===== src/rtl/ram2_countdown_scanner.sv =====
// ram2_countdown_scanner
//
// On every minute tick this block sweeps the 16-entry RAM2 schedule table
// through the memory's second port. Each entry is {time_remaining[7:4],
// med_id[3:0]}. Every non-zero time_remaining is decremented and written
// back. When an entry goes from 1 to 0, a due-medication request is
// raised. The sweep stalls until the alarm logic acknowledges the request.
//
// Ports:
//   Clk, Rst        rising-edge clock, asynchronous active-low reset
//   Tick            one-cycle minute pulse that starts a sweep
//   Read_Address    RAM2 read address; changes only on entry to RD
//   Read_Data       RAM2 read data, valid in the cycle after RD
//   Write_Enable    one-cycle write strobe, asserted in WR for active entries
//   Write_Address   RAM2 write address
//   Write_Data      {new time_remaining, med_id}
//   Due_Valid       due-medication request, held until Due_Ack
//   Due_MedID       med_id of the due entry
//   Due_Ack         acknowledge from the alarm logic
//   Busy            sweep in progress
//   Overrun         one-cycle pulse when a tick is dropped
module ram2_countdown_scanner #(
  parameter int NUM_ENTRIES = 16
) (
  input  logic       Clk,
  input  logic       Rst,
  input  logic       Tick,
  output logic [3:0] Read_Address,
  input  logic [7:0] Read_Data,
  output logic       Write_Enable,
  output logic [3:0] Write_Address,
  output logic [7:0] Write_Data,
  output logic       Due_Valid,
  output logic [3:0] Due_MedID,
  input  logic       Due_Ack,
  output logic       Busy,
  output logic       Overrun
);

  typedef enum logic [2:0] {
    S_IDLE,
    S_RD,
    S_DATA,
    S_WR,
    S_ACK
  } state_e;

  localparam logic [3:0] LAST_IDX = 4'(NUM_ENTRIES - 1);

  state_e     state_q, state_d;
  logic [3:0] idx_q, idx_d;
  logic       pend_q, pend_d;

  logic [3:0] rd_addr_q, rd_addr_d;
  logic       wr_en_q, wr_en_d;
  logic [3:0] wr_addr_q, wr_addr_d;
  logic [7:0] wr_data_q, wr_data_d;
  logic       due_valid_q, due_valid_d;
  logic [3:0] due_medid_q, due_medid_d;
  logic       busy_q, busy_d;
  logic       overrun_q, overrun_d;

  logic [3:0] tr;
  logic [3:0] med_id;
  logic       entry_done;

  assign tr     = Read_Data[7:4];
  assign med_id = Read_Data[3:0];

  // State register and all output flops.
  always_ff @(posedge Clk or negedge Rst) begin
    if (!Rst) begin
      state_q     <= S_IDLE;
      idx_q       <= '0;
      pend_q      <= 1'b0;
      rd_addr_q   <= '0;
      wr_en_q     <= 1'b0;
      wr_addr_q   <= '0;
      wr_data_q   <= '0;
      due_valid_q <= 1'b0;
      due_medid_q <= '0;
      busy_q      <= 1'b0;
      overrun_q   <= 1'b0;
    end else begin
      // NOTE: non-blocking assignments so every flop samples pre-edge values.
      state_q     <= state_d;
      idx_q       <= idx_d;
      pend_q      <= pend_d;
      rd_addr_q   <= rd_addr_d;
      wr_en_q     <= wr_en_d;
      wr_addr_q   <= wr_addr_d;
      wr_data_q   <= wr_data_d;
      due_valid_q <= due_valid_d;
      due_medid_q <= due_medid_d;
      busy_q      <= busy_d;
      overrun_q   <= overrun_d;
    end
  end

  // Next-state logic: sequencing, entry index and the pending-tick flag.
  always_comb begin
    // NOTE: defaults first so no path leaves a variable unassigned (no latches).
    state_d    = state_q;
    idx_d      = idx_q;
    pend_d     = pend_q;
    entry_done = 1'b0;

    case (state_q)
      S_IDLE: begin
        if (Tick || pend_q) begin
          idx_d   = '0;
          pend_d  = 1'b0;
          state_d = S_RD;
        end
      end
      S_RD:   state_d = S_DATA;
      S_DATA: state_d = S_WR;
      S_WR: begin
        // A request raised this cycle but not yet acknowledged stalls the sweep.
        if (due_valid_q && !Due_Ack) state_d = S_ACK;
        else                         entry_done = 1'b1;
      end
      S_ACK:   if (Due_Ack) entry_done = 1'b1;
      default: state_d = S_IDLE;
    endcase

    if (entry_done) begin
      if (idx_q == LAST_IDX) begin
        state_d = S_IDLE;
      end else begin
        idx_d   = idx_q + 4'd1;
        state_d = S_RD;
      end
    end

    // Ticks arriving mid-sweep (including the final cycle) are remembered once.
    if (Tick && (state_q != S_IDLE)) pend_d = 1'b1;
  end

  // Output logic: next values for the registered outputs.
  always_comb begin
    rd_addr_d   = rd_addr_q;
    wr_en_d     = 1'b0;
    wr_addr_d   = wr_addr_q;
    wr_data_d   = wr_data_q;
    due_valid_d = due_valid_q;
    due_medid_d = due_medid_q;
    busy_d      = (state_d != S_IDLE);
    overrun_d   = Tick && (state_q != S_IDLE) && pend_q;

    if ((state_d == S_RD) && (state_q != S_RD)) rd_addr_d = idx_d;

    if (state_q == S_DATA) begin
      // A zero time_remaining is inactive or already due: never decremented.
      wr_en_d   = (tr != 4'd0);
      wr_addr_d = idx_q;
      wr_data_d = {(tr != 4'd0) ? (tr - 4'd1) : tr, med_id};
      if (tr == 4'd1) begin
        due_valid_d = 1'b1;
        due_medid_d = med_id;
      end
    end

    if (due_valid_q && Due_Ack && ((state_q == S_WR) || (state_q == S_ACK))) begin
      due_valid_d = 1'b0;
    end
  end

  assign Read_Address  = rd_addr_q;
  assign Write_Enable  = wr_en_q;
  assign Write_Address = wr_addr_q;
  assign Write_Data    = wr_data_q;
  assign Due_Valid     = due_valid_q;
  assign Due_MedID     = due_medid_q;
  assign Busy          = busy_q;
  assign Overrun       = overrun_q;

endmodule


===== config.mk =====
export PLATFORM = sky130hd
export DESIGN_NAME = ram2_countdown_scanner
export DESIGN_NICKNAME = d
export VERILOG_FILES = /design/src/rtl/ram2_countdown_scanner.sv
export SDC_FILE = /design/constraint.sdc
export NUM_CORES = 1
export LEC_CHECK = 0
export ABC_AREA = 1
export ABC_CLOCK_PERIOD_IN_PS = 1600
export CORE_MARGIN = 1
export CORE_UTILIZATION = 35
export DETAILED_ROUTE_END_ITERATION = 10
export GPL_TIMING_DRIVEN = 0
export REMOVE_ABC_BUFFERS = 1
export SETUP_SLACK_MARGIN = 0.02
export SYNTH_ARGS = -nofsm -noshare
export SYNTH_HDL_FRONTEND = slang
export SYNTH_SLANG_ARGS = --single-unit

===== constraint.sdc =====
create_clock -name Clk -period 1.6 [get_ports Clk]
set_input_delay 0.32 -clock Clk [delete_from_list [all_inputs] [get_ports Clk]]
set_output_delay 0.32 -clock Clk [all_outputs]
set_load 0.05 [all_outputs]

==> impl_metrics.csv <==
group,metric,value,unit
critical_path,cp-start-kind,"flop",
detailed_routing,dr.pass1.iters,4,
global_route,grt_max_degree,33,
logic_synthesis,synth_area_leader_cell,"dfrtp_1",
power_and_ir_drop,max-vdd-ir-drop,0.833,mV
layout,drive_gt1_share,8.00,%
cts,cts_tree,"done",
layout,area_growth,33.9,%
logic_synthesis,ys_warn_count,0,
timing,worstMarginPinSlew,0.673,ns
detailed_routing,wl,2690,um
detailed_routing,drtAntennaViolNets,0,
critical_path,cp.arrival,1.18,ns
layout,fin_cells,248,
cts,clkTransAtPathRegs,0.06,ns
timing,setup_violations,0,
cts,postCtsSetupRepairBufs,0,
timing,period_share,93.8,%
cts,clockBufferDepth,2,
cts,clock_latency,0.28,ns
global_route,grt_antenna_before_repair,0,
detailed_routing,drc,0,
detailed_routing,drt_iter0_markers,49,
critical_path,critPathMaxStageDelay,0.54,ns
timing,setup_tns,0,ns
critical_path,crit_chain,"dlygate4sd2_1",
critical_path,r2r_start,"state_q[0]",
timing,hold_viol_final,0,
floorplanning,dieArea,4320,um^2
floorplanning,start_util,37.7,%
floorplanning,num_rows,22,
cts,postCtsResizedCells,25,
run,max-cap-violations,0,
timing,rsz0062_at_grt,"no",
timing,drv_slew,0,
global_route,overflow,0,
detailed_routing,wl_per_cell,10.9,um
critical_path,crit_family,"buffers and inverters",
critical_path,cp-end-kind,"output port",
floorplanning,fp.dieH,65.7,um
placed_design,io_buffers,35,
run_status,status,"completed",
critical_path,cp.depth,1,
logic_synthesis,syn_inst,159,
timing,slew_headroom,55.1,%
detailed_routing,viasPerCell,4.67,
power_and_ir_drop,power.leakage,1.04,nW
critical_path,worst-setup-path-type,"reg2out",
hold_path,hp-class,"in2async",
critical_path,r2r_setup_slack,0.20,ns
critical_path,worst-path-buf-inv,1,
global_route,grt_pass1_wl,4890,um
cts,cts-hold-fix-buffers,0,
logic_synthesis,synth_cell_types,21,
critical_path,reg2reg_depth,6,
global_route,grt_pass1_vias,1144,
critical_path,cp_max_fo,2,
placed_design,routabilityCongestion,0.795,
logic_synthesis,seq_area_frac_synth,56.4,%
cts,numCtsBuffers,5,
power_and_ir_drop,pwr_density_cell,2090,nW/um^2
placed_design,hpwl,2010,um
floorplanning,coreArea,3770,um^2
critical_path,cpMaxStageDelayCell,"dlygate4sd2_1",
critical_path,worst_r2r_endpoint,"Due_MedID[2]",
global_route,grt_usage,15.2,%
logic_synthesis,postSynthAreaPerCell,8.93,um^2
floorplanning,num_io_pins,36,
logic_synthesis,ys_ff_latch,32,
floorplanning,die_width,65.7,um
critical_path,crit_required,1.28,ns
logic_synthesis,netlist.area_leader.share,56.4,%
layout,antennaDiodeCount,0,
timing,skew,0.00251,ns
logic_synthesis,synth_area,1420,um^2
layout,nets,215,
cts,clockRootBuffer,"clkbuf_8",
timing,maxClockFrequency,667,MHz
cts,cts.sinks,32,
logic_synthesis,synthTopCellsByArea,"dfrtp_1 56%, nand2_1 12%, o21ai_0 6.7%",
placed_design,dp.cells,240,
cts,htree_num_levels,2,
detailed_routing,vias,1157,
timing,min_period,1.50,ns
[layout by cell type (no fill, tap or decap), types with 3 or more instances in the layout]
| cell | count |
|---|---|
| nand3_1 | 15 |
| clkdlybuf4s50_1 | 10 |
| dlygate4sd2_1 | 23 |
| clkbuf_8 | 5 |
| dfrtp_1 | 32 |
| o21ai_0 | 19 |
| nor2_1 | 3 |
| ha_1 | 4 |
| nand2_1 | 45 |
| inv_1 | 23 |
[per-layer routing]
metal | track usage [%] | wire [um]
met5 | 0 | 0
met4 | 6.79 | 44
met3 | 5.56 | 138
met2 | 25.4 | 1330
met1 | 17.3 | 1180
[where the power goes]
part / internal, mW / switching, mW
Combinational: 0.488 / 1.44
Clock: 0.461 / 0.279
Sequential: 1.12 / 0.181
[worst max path at each step]
stage                          start          endpoint  slack, ns
finish              Write_Address[2]  Write_Address[2]        0.1
CTS                        Due_Valid         Due_Valid       0.06
floorplan                 state_q[2]      Due_MedID[0]       0.23
detailed placement        state_q[1]      Due_MedID[0]      -0.13
global placement                 Rst     Write_Data[5]      -0.38
global route              state_q[1]      Due_MedID[1]       0.03
[synthesized netlist by cell type]
library cell,number
inv_1,23
xor2_1,2
dfrtp_1,32
inv_2,1
or2_2,1
nor2_1,3
o21ai_2,1
nand2_1,46
a21oi_1,2
buf_2,2
nand2_4,1
nand4_4,1
a21boi_1,1
o21ai_0,19
nand3_1,15
ha_1,4
nor2_2,1
nand2_2,1
nor3_1,1
xnor2_1,1
nand4_1,1
[through the flow]
stage	hold WS, ns	power [mW]	util [%]	cell area, um^2	setup WS, ns
after floorplan	0.0244	2.72	-	1410	0.232
after global placement	0.466	3.37	48.3	1820	-0.378
after detailed placement	0.411	3.42	48.1	1820	-0.128
after CTS	0.104	4.01	50.3	1900	0.0613
after global routing	0.142	4.26	50.4	1900	0.0295
final	0.0759	3.97	50.4	1900	0.0999
[final cells by class]
cell class	instances	area, um^2
well taps	48	60.1
inverters	24	90.1
flip-flops and latches	32	801
fillers	363	1870
repair buffers	35	317
multi-input cells	101	527
clock buffers	6	72.6
clock inverters	2	35.0
[registers in the layout (all words and copies together) (netlist names)]
register	flops
Write_Data	8
Due_MedID	4
Read_Address	4
Write_Address	4
idx_q	4
state_q	3
Busy	1
Due_Valid	1
Overrun	1
Write_Enable	1
pend_q	1
[logic make-up (layout without fill, tap and decap cells)]
family	after synthesis	count (layout)	synth area share, %
xor+xnor	3	3	1.85
compound gates	23	23	8.55
simple gates	71	71	22.6
fa+ha+maj	4	4	3.52
flops	32	32	56.4
buf+inv	26	67	7.05
No activity file was read; power rests on OpenSTA's default activity.
